$ cat src/rtl/stack_ctrl_if.sv
// stack_ctrl_if: command, SP-register, memory and status signals of the stack sequencer.
interface stack_ctrl_if #(parameter int DEPTH_W = 8);
  logic               cmd_valid;
  logic               cmd_ready;
  logic [1:0]         cmd_op;
  logic [15:0]        cmd_data;
  logic [15:0]        sp;
  logic [15:0]        sp_din;
  logic               sp_ld_en;
  logic               sp_inc_dec_en;
  logic               sp_inc_decn;
  logic [15:0]        mem_addr;
  logic [15:0]        mem_wdata;
  logic               mem_wr;
  logic               mem_rd;
  logic               mem_ack;
  logic [15:0]        mem_rdata;
  logic [15:0]        pop_data;
  logic               pop_valid;
  logic [DEPTH_W-1:0] depth;
  logic               err_ovf;
  logic               err_unf;
  modport master (
    input  cmd_valid, cmd_op, cmd_data, sp, mem_ack, mem_rdata,
    output cmd_ready, sp_din, sp_ld_en, sp_inc_dec_en, sp_inc_decn,
           mem_addr, mem_wdata, mem_wr, mem_rd, pop_data, pop_valid, depth, err_ovf, err_unf
  );
  modport slave (
    output cmd_valid, cmd_op, cmd_data, sp, mem_ack, mem_rdata,
    input  cmd_ready, sp_din, sp_ld_en, sp_inc_dec_en, sp_inc_decn,
           mem_addr, mem_wdata, mem_wr, mem_rd, pop_data, pop_valid, depth, err_ovf, err_unf
  );
endinterface

$ cat src/rtl/stack_ctrl.sv
// stack_ctrl: sequences push/pop/load/init into SP-register strobes and single-beat memory accesses.
module stack_ctrl #(
  parameter logic [15:0] STACK_TOP = 16'h0000,
  parameter int          MAX_DEPTH = 64,
  parameter int          DEPTH_W   = 8
) (
  input logic          clk,
  input logic          rst_n,
  stack_ctrl_if.master bus
);
  typedef enum logic [2:0] {IDLE, DEC, WR, RD, INC, LD} state_t;
  state_t state_q, state_d;
  logic [15:0] data_q;
  logic [15:0] sp_din_q, sp_din_d, mem_addr_q, mem_addr_d, mem_wdata_q, mem_wdata_d, pop_data_q, pop_data_d;
  logic sp_ld_en_q, sp_ld_en_d, sp_inc_dec_en_q, sp_inc_dec_en_d, sp_inc_decn_q, sp_inc_decn_d;
  logic mem_wr_q, mem_wr_d, mem_rd_q, mem_rd_d, pop_valid_q, pop_valid_d;
  logic err_ovf_q, err_ovf_d, err_unf_q, err_unf_d;
  logic [DEPTH_W-1:0] depth_q, depth_d;
  logic accept, full, empty, wr_done, rd_done;
  assign accept  = bus.cmd_valid && state_q == IDLE;
  assign full    = depth_q == DEPTH_W'(MAX_DEPTH);
  assign empty   = depth_q == '0;
  assign wr_done = state_q == WR && bus.mem_ack;
  assign rd_done = state_q == RD && bus.mem_ack;
  always_comb begin
    state_d = state_q;
    case (state_q)
      IDLE:    if (accept) state_d = bus.cmd_op[1] ? LD : bus.cmd_op[0] ? (empty ? IDLE : RD) : (full ? IDLE : DEC);
      DEC:     state_d = WR;
      WR:      state_d = bus.mem_ack ? IDLE : WR;
      RD:      state_d = bus.mem_ack ? INC : RD;
      default: state_d = IDLE;
    endcase
  end
  // Outputs are registered, so each is decoded from the state being entered.
  // The register decrements on the same edge WR is entered, so the address is pre-computed here.
  always_comb begin
    sp_ld_en_d      = state_d != LD;
    sp_inc_dec_en_d = state_d != DEC && state_d != INC;
    sp_inc_decn_d   = state_d != DEC;
    sp_din_d        = accept && bus.cmd_op[1] ? (bus.cmd_op[0] ? STACK_TOP : bus.cmd_data) : sp_din_q;
    mem_wr_d        = state_d == WR;
    mem_rd_d        = state_d == RD;
    mem_addr_d      = state_q == DEC ? bus.sp - 16'd2 : accept && state_d == RD ? bus.sp : mem_addr_q;
    mem_wdata_d     = state_q == DEC ? data_q : mem_wdata_q;
    pop_data_d      = rd_done ? bus.mem_rdata : pop_data_q;
    pop_valid_d     = state_d == INC;
    depth_d         = state_d == LD ? '0 : wr_done ? depth_q + DEPTH_W'(1) : rd_done ? depth_q - DEPTH_W'(1) : depth_q;
    err_ovf_d       = state_d != LD && (err_ovf_q || (accept && bus.cmd_op == 2'b00 && full));
    err_unf_d       = state_d != LD && (err_unf_q || (accept && bus.cmd_op == 2'b01 && empty));
  end
  always_ff @(posedge clk or negedge rst_n) begin
    if (!rst_n) begin
      state_q         <= IDLE;
      data_q          <= '0;
      sp_din_q        <= '0;
      sp_ld_en_q      <= 1'b1;
      sp_inc_dec_en_q <= 1'b1;
      sp_inc_decn_q   <= 1'b1;
      mem_addr_q      <= '0;
      mem_wdata_q     <= '0;
      mem_wr_q        <= 1'b0;
      mem_rd_q        <= 1'b0;
      pop_data_q      <= '0;
      pop_valid_q     <= 1'b0;
      depth_q         <= '0;
      err_ovf_q       <= 1'b0;
      err_unf_q       <= 1'b0;
    end else begin
      state_q         <= state_d;
      data_q          <= accept ? bus.cmd_data : data_q;
      sp_din_q        <= sp_din_d;
      sp_ld_en_q      <= sp_ld_en_d;
      sp_inc_dec_en_q <= sp_inc_dec_en_d;
      sp_inc_decn_q   <= sp_inc_decn_d;
      mem_addr_q      <= mem_addr_d;
      mem_wdata_q     <= mem_wdata_d;
      mem_wr_q        <= mem_wr_d;
      mem_rd_q        <= mem_rd_d;
      pop_data_q      <= pop_data_d;
      pop_valid_q     <= pop_valid_d;
      depth_q         <= depth_d;
      err_ovf_q       <= err_ovf_d;
      err_unf_q       <= err_unf_d;
    end
  end
  assign bus.cmd_ready     = state_q == IDLE;
  assign bus.sp_din        = sp_din_q;
  assign bus.sp_ld_en      = sp_ld_en_q;
  assign bus.sp_inc_dec_en = sp_inc_dec_en_q;
  assign bus.sp_inc_decn   = sp_inc_decn_q;
  assign bus.mem_addr      = mem_addr_q;
  assign bus.mem_wdata     = mem_wdata_q;
  assign bus.mem_wr        = mem_wr_q;
  assign bus.mem_rd        = mem_rd_q;
  assign bus.pop_data      = pop_data_q;
  assign bus.pop_valid     = pop_valid_q;
  assign bus.depth         = depth_q;
  assign bus.err_ovf       = err_ovf_q;
  assign bus.err_unf       = err_unf_q;
endmodule

$ cat src/flat_wrapper.sv
// flat-port wrapper written by rule: the top's interface ports become plain ports
module stack_ctrl_flat 
#(
  parameter logic [15:0] STACK_TOP = 16'h0000,
  parameter int          MAX_DEPTH = 64,
  parameter int          DEPTH_W   = 8
)
  (clk, rst_n, bus_cmd_valid, bus_cmd_op, bus_cmd_data, bus_sp, bus_mem_ack, bus_mem_rdata, bus_cmd_ready, bus_sp_din, bus_sp_ld_en, bus_sp_inc_dec_en, bus_sp_inc_decn, bus_mem_addr, bus_mem_wdata, bus_mem_wr, bus_mem_rd, bus_pop_data, bus_pop_valid, bus_depth, bus_err_ovf, bus_err_unf);
  stack_ctrl_if #(.DEPTH_W(DEPTH_W)) bus_i ();
  input logic clk;
  input logic rst_n;
  input wire logic [$bits(bus_i.cmd_valid)-1:0] bus_cmd_valid;
  input wire logic [$bits(bus_i.cmd_op)-1:0] bus_cmd_op;
  input wire logic [$bits(bus_i.cmd_data)-1:0] bus_cmd_data;
  input wire logic [$bits(bus_i.sp)-1:0] bus_sp;
  input wire logic [$bits(bus_i.mem_ack)-1:0] bus_mem_ack;
  input wire logic [$bits(bus_i.mem_rdata)-1:0] bus_mem_rdata;
  output wire logic [$bits(bus_i.cmd_ready)-1:0] bus_cmd_ready;
  output wire logic [$bits(bus_i.sp_din)-1:0] bus_sp_din;
  output wire logic [$bits(bus_i.sp_ld_en)-1:0] bus_sp_ld_en;
  output wire logic [$bits(bus_i.sp_inc_dec_en)-1:0] bus_sp_inc_dec_en;
  output wire logic [$bits(bus_i.sp_inc_decn)-1:0] bus_sp_inc_decn;
  output wire logic [$bits(bus_i.mem_addr)-1:0] bus_mem_addr;
  output wire logic [$bits(bus_i.mem_wdata)-1:0] bus_mem_wdata;
  output wire logic [$bits(bus_i.mem_wr)-1:0] bus_mem_wr;
  output wire logic [$bits(bus_i.mem_rd)-1:0] bus_mem_rd;
  output wire logic [$bits(bus_i.pop_data)-1:0] bus_pop_data;
  output wire logic [$bits(bus_i.pop_valid)-1:0] bus_pop_valid;
  output wire logic [$bits(bus_i.depth)-1:0] bus_depth;
  output wire logic [$bits(bus_i.err_ovf)-1:0] bus_err_ovf;
  output wire logic [$bits(bus_i.err_unf)-1:0] bus_err_unf;
  assign bus_i.cmd_valid = bus_cmd_valid;
  assign bus_i.cmd_op = bus_cmd_op;
  assign bus_i.cmd_data = bus_cmd_data;
  assign bus_i.sp = bus_sp;
  assign bus_i.mem_ack = bus_mem_ack;
  assign bus_i.mem_rdata = bus_mem_rdata;
  assign bus_cmd_ready = bus_i.cmd_ready;
  assign bus_sp_din = bus_i.sp_din;
  assign bus_sp_ld_en = bus_i.sp_ld_en;
  assign bus_sp_inc_dec_en = bus_i.sp_inc_dec_en;
  assign bus_sp_inc_decn = bus_i.sp_inc_decn;
  assign bus_mem_addr = bus_i.mem_addr;
  assign bus_mem_wdata = bus_i.mem_wdata;
  assign bus_mem_wr = bus_i.mem_wr;
  assign bus_mem_rd = bus_i.mem_rd;
  assign bus_pop_data = bus_i.pop_data;
  assign bus_pop_valid = bus_i.pop_valid;
  assign bus_depth = bus_i.depth;
  assign bus_err_ovf = bus_i.err_ovf;
  assign bus_err_unf = bus_i.err_unf;
  stack_ctrl #(.STACK_TOP(STACK_TOP), .MAX_DEPTH(MAX_DEPTH), .DEPTH_W(DEPTH_W)) u_core (.clk(clk), .rst_n(rst_n), .bus(bus_i));
endmodule
$ cat config.mk
export PLATFORM = sky130hd
export DESIGN_NAME = stack_ctrl_flat
export DESIGN_NICKNAME = d
export VERILOG_FILES = /design/src/rtl/stack_ctrl_if.sv /design/src/rtl/stack_ctrl.sv /design/src/flat_wrapper.sv
export SDC_FILE = /design/constraint.sdc
export NUM_CORES = 1
export LEC_CHECK = 0
export BUFFER_PORTS_ARGS = -buffer_cell sky130_fd_sc_hd__buf_4
export CAP_MARGIN = 20
export CORE_ASPECT_RATIO = 1.1
export CORE_UTILIZATION = 41
export DETAILED_ROUTE_END_ITERATION = 10
export PLACE_DENSITY = 0.76
export SYNTH_ARGS = -nofsm -noshare
export SYNTH_HDL_FRONTEND = slang
export SYNTH_SLANG_ARGS = --single-unit
export TNS_END_PERCENT = 100
$ cat constraint.sdc
create_clock -name clk -period 3.1 [get_ports clk]
set_input_delay 0.775 -clock clk [delete_from_list [all_inputs] [get_ports clk]]
set_output_delay 0.775 -clock clk [all_outputs]
set_load 0.01 [all_outputs]
==> results.tsv <==
stage	metric	value	unit
critical_path	Crit path largest cell delay	0.50	ns
clocking	Post-CTS Setup Bufs	0	
critical_path	kind of end point of the critical path	register	
layout	multi-input logic area	0.00184	sq mm
pwr	Comb pwr share	44.2	%
critical_path	arrival time worst endpoint	3.15	ns
clocking	clk sinks	99	
placed_design	Post-DP HPWL	7.33	mm
timing	RSZ-0062 raised after global routing	false	
pwr	sequential share of power	37.9	%
global_routing	first-pass GRT wire length	16.5	mm
floorplan	die area	0.0112	sq mm
status	status	completed	
timing	# setup viols final	0	
logic_synthesis	area leader, netlist	dfrtp_1	
pwr	worst ir drop on vdd	562	uV
critical_path	Worst setup SP type	register	
timing	FMAX	348	MHz
logic_synthesis	Cells after Synth	407	
pwr	Power Dens Cells	1010	mW/mm^2
layout	fill cell count	929	
layout	final net count	607	
clocking	CTS-repair resized insts	0	
clocking	Clk pin slew, worst setup/hold paths	0.07	ns
logic_synthesis	Distinct cells, synth	52	
clocking	TritonCTS Buffers	9	
logic_synthesis	prevailing post-synth register cell	dfrtp_1	
logic_synthesis	Synth area leaders	dfrtp_1 (54%), mux2_2 (8.1%), nand2_1 (6.9%)	
logic_synthesis	FFs w/ async S/R, synth	100	%
logic_synthesis	post-synth top area share	54.3	%
clocking	clk buf depth	2	
min_path	Hold/Removal Path Class	in2async	
global_routing	number of global-route vias before repair	3452	
logic_synthesis	count leader, synth	dfrtp_1	
logic_synthesis	Mapped Avg Cell Area	10.9	sq um
critical_path	WP data required	3.37	ns
global_routing	gr usage total	19.1	%
clocking	insertion delay to the later sink of the worst-skew pair	0.35	ns
pwr	sw frac	36.8	%
timing	total negative slack	0	ns
routing	vias	3454	
global_routing	initial antenna violation count	0	
logic_synthesis	#FFs+latches synth	99	
logic_synthesis	sequential fraction of the synthesis area	56.0	%
critical_path	slowest stage cell, crit path	dfrtp_1	
critical_path	WP buf/inv	1	
logic_synthesis	synth cell count leaders	dfrtp_1 (96), nand2_1 (81), mux2_2 (32), o21ai_0 (25), nor2_1 (23)	
clocking	CTS root buffer	clkbuf_16	
layout	Synth-to-Final Area Change	33.0	%
critical_path	Setup Crit Path Kind	reg2reg	
placed_design	Buffers on Ports	134	
floorplan	Initial Util	42.4	%
routing	vias per inst	4.98	
critical_path	Critical Path, Cell by Cell	nand2_1, or3_1, buf_4, ha_1, or2_2, a211oi_1, o31ai_1, a211oi_1, o21bai_1	
timing	Final period util	92.7	%
logic_synthesis	Post-synth EDFFs	0	
critical_path	CP max FO	8	
logic_synthesis	yosys warns	0	
floorplan	DIE WIDTH	101	microns
floorplan	core area	0.0104	sq mm
global_routing	pin count of the biggest net entering global routing	55	
clocking	CTS tree	built	
routing	final wirelength	10.1	mm
routing	first drt pass iteration count	4	
routing	WL per Instance	14.6	microns
timing	Worst Skew	0.00473	ns
timing	actual transition at the worst max-transition pin	0.738	ns
timing	Slew Limit Fails	0	
layout	Final Core Density	56.4	%
run	max cap viols	0	
floorplan	Die Height	111	microns
pwr	Net Sw Power	0.00219	W
floorplan	Top Ports	135	
routing	antenna-violating nets left	0	
layout	Register Area	0.00248	sq mm
placed_design	Place WS	-0.0263	ns
pwr	P_leak	2.81	nW
critical_path	most frequent CP cell	a211oi_1	
logic_synthesis	syn_nets	469	
global_routing	gr ovfl total	0	
logic_synthesis	Mapped Area	0.00443	sq mm
layout	post-route cell area	0.00589	sq mm
placed_design	placed cell areas	0.00561	sq mm
timing	post-route setup slack	0.228	ns
critical_path	CP top delay family	simple AND/OR/NAND/NOR gates	
timing	Fin. Hold Viols	0	
clocking	cts-stage hold buffer count	0	
placed_design	Final Wtd Congestion	0.861	
timing	relative slew slack	50.7	%
routing	DR iter-0 viols	110	
clocking	# H-tree levels	3	
layout	Diodes inserted	0	
routing	drt drc	0	
layout	layout cells sized above 1	37.6	%
pwr	Clk pwr share	17.8	%
timing	min Tclk post-route	2.87	ns
floorplan	Rows	39	
pwr	Pint	0.00376	W
timing	WHS	0.464	ns
cell families after synthesis:
| group | Yosys count | share of synthesized area, % |
|---|---|---|
| buf+inv | 26 | 2.77 |
| simple gates | 160 | 18.1 |
| fa+ha+maj | 8 | 2.43 |
| xor+xnor | 16 | 3.17 |
| mux | 34 | 8.71 |
| flops | 99 | 56.0 |
| compound gates | 64 | 8.79 |
cell type report:
| cell class | instances | area share [%] |
|---|---|---|
| Clock buffer | 10 | 3.89 |
| Multi-Input combinational cell | 282 | 31.2 |
| Tap cell | 143 | 3.04 |
| Timing Repair Buffer | 144 | 18.4 |
| Clock inverter | 6 | 0.829 |
| Sequential cell | 99 | 42.1 |
| Inverter | 9 | 0.574 |
layer usage:
metal	up-vias	global-route usage, %	wire [microns]
met3	25	3.85	509
li1	1669	-	-
met2	105	31.1	4900
met5	-	0	0
met1	1655	23.7	4370
met4	0	9.95	322
flip-flops by register name (all words and copies together) (netlist names), 3 cells and up:
register / count
u_core.bus.mem_addr: 16
u_core.bus.mem_wdata: 16
u_core.bus.pop_data: 16
u_core.bus.sp_din: 16
u_core.data_q: 16
u_core.bus.depth: 8
u_core.state_q: 3
power by group through the flow:
stage / combinational [W] / clock [W] / sequential (W)
floorplan: 0.00130 / 0 / 0.00244
global placement: 0.00255 / 0 / 0.00227
detailed placement: 0.00265 / 0 / 0.00228
CTS: 0.00266 / 0.00109 / 0.00226
global route: 0.00289 / 0.00114 / 0.00234
finish: 0.00263 / 0.00106 / 0.00226
worst paths after layout:
path                                        start                       to  slack [ns]  depth (start not counted)
worst min-delay path                        rst_n     u_core.bus.sp_din[3]        0.46                          1
min in group clk                 u_core.data_q[9]  u_core.bus.mem_wdata[9]        0.47                          2
worst max-delay path            u_core.state_q[1]      u_core.bus.depth[7]        0.23                          9
worst min register to register   u_core.data_q[9]  u_core.bus.mem_wdata[9]        0.47                          2
worst max register to register  u_core.state_q[1]      u_core.bus.depth[7]        0.23                          9
max in group asynchronous                   rst_n  u_core.bus.pop_data[13]        1.92                          2
through the flow:
stage,instances,power [W]
global route,693,0.00637
CTS,693,0.00601
finish,693,0.00596
global placement,677,0.00482
floorplan,407,0.00374
detailed placement,677,0.00493
cells in the final DEF, fill, tap and decap left out, types with 9 or more instances in the layout:
master / instances
xor2_1: 11
buf_4: 144
dfrtp_1: 96
clkbuf_16: 9
nand2b_1: 16
nand2_1: 81
o21ai_0: 25
inv_1: 9
a21oi_1: 18
nor2_1: 23
mux2_2: 32
Power figures use the tool's default switching activity.
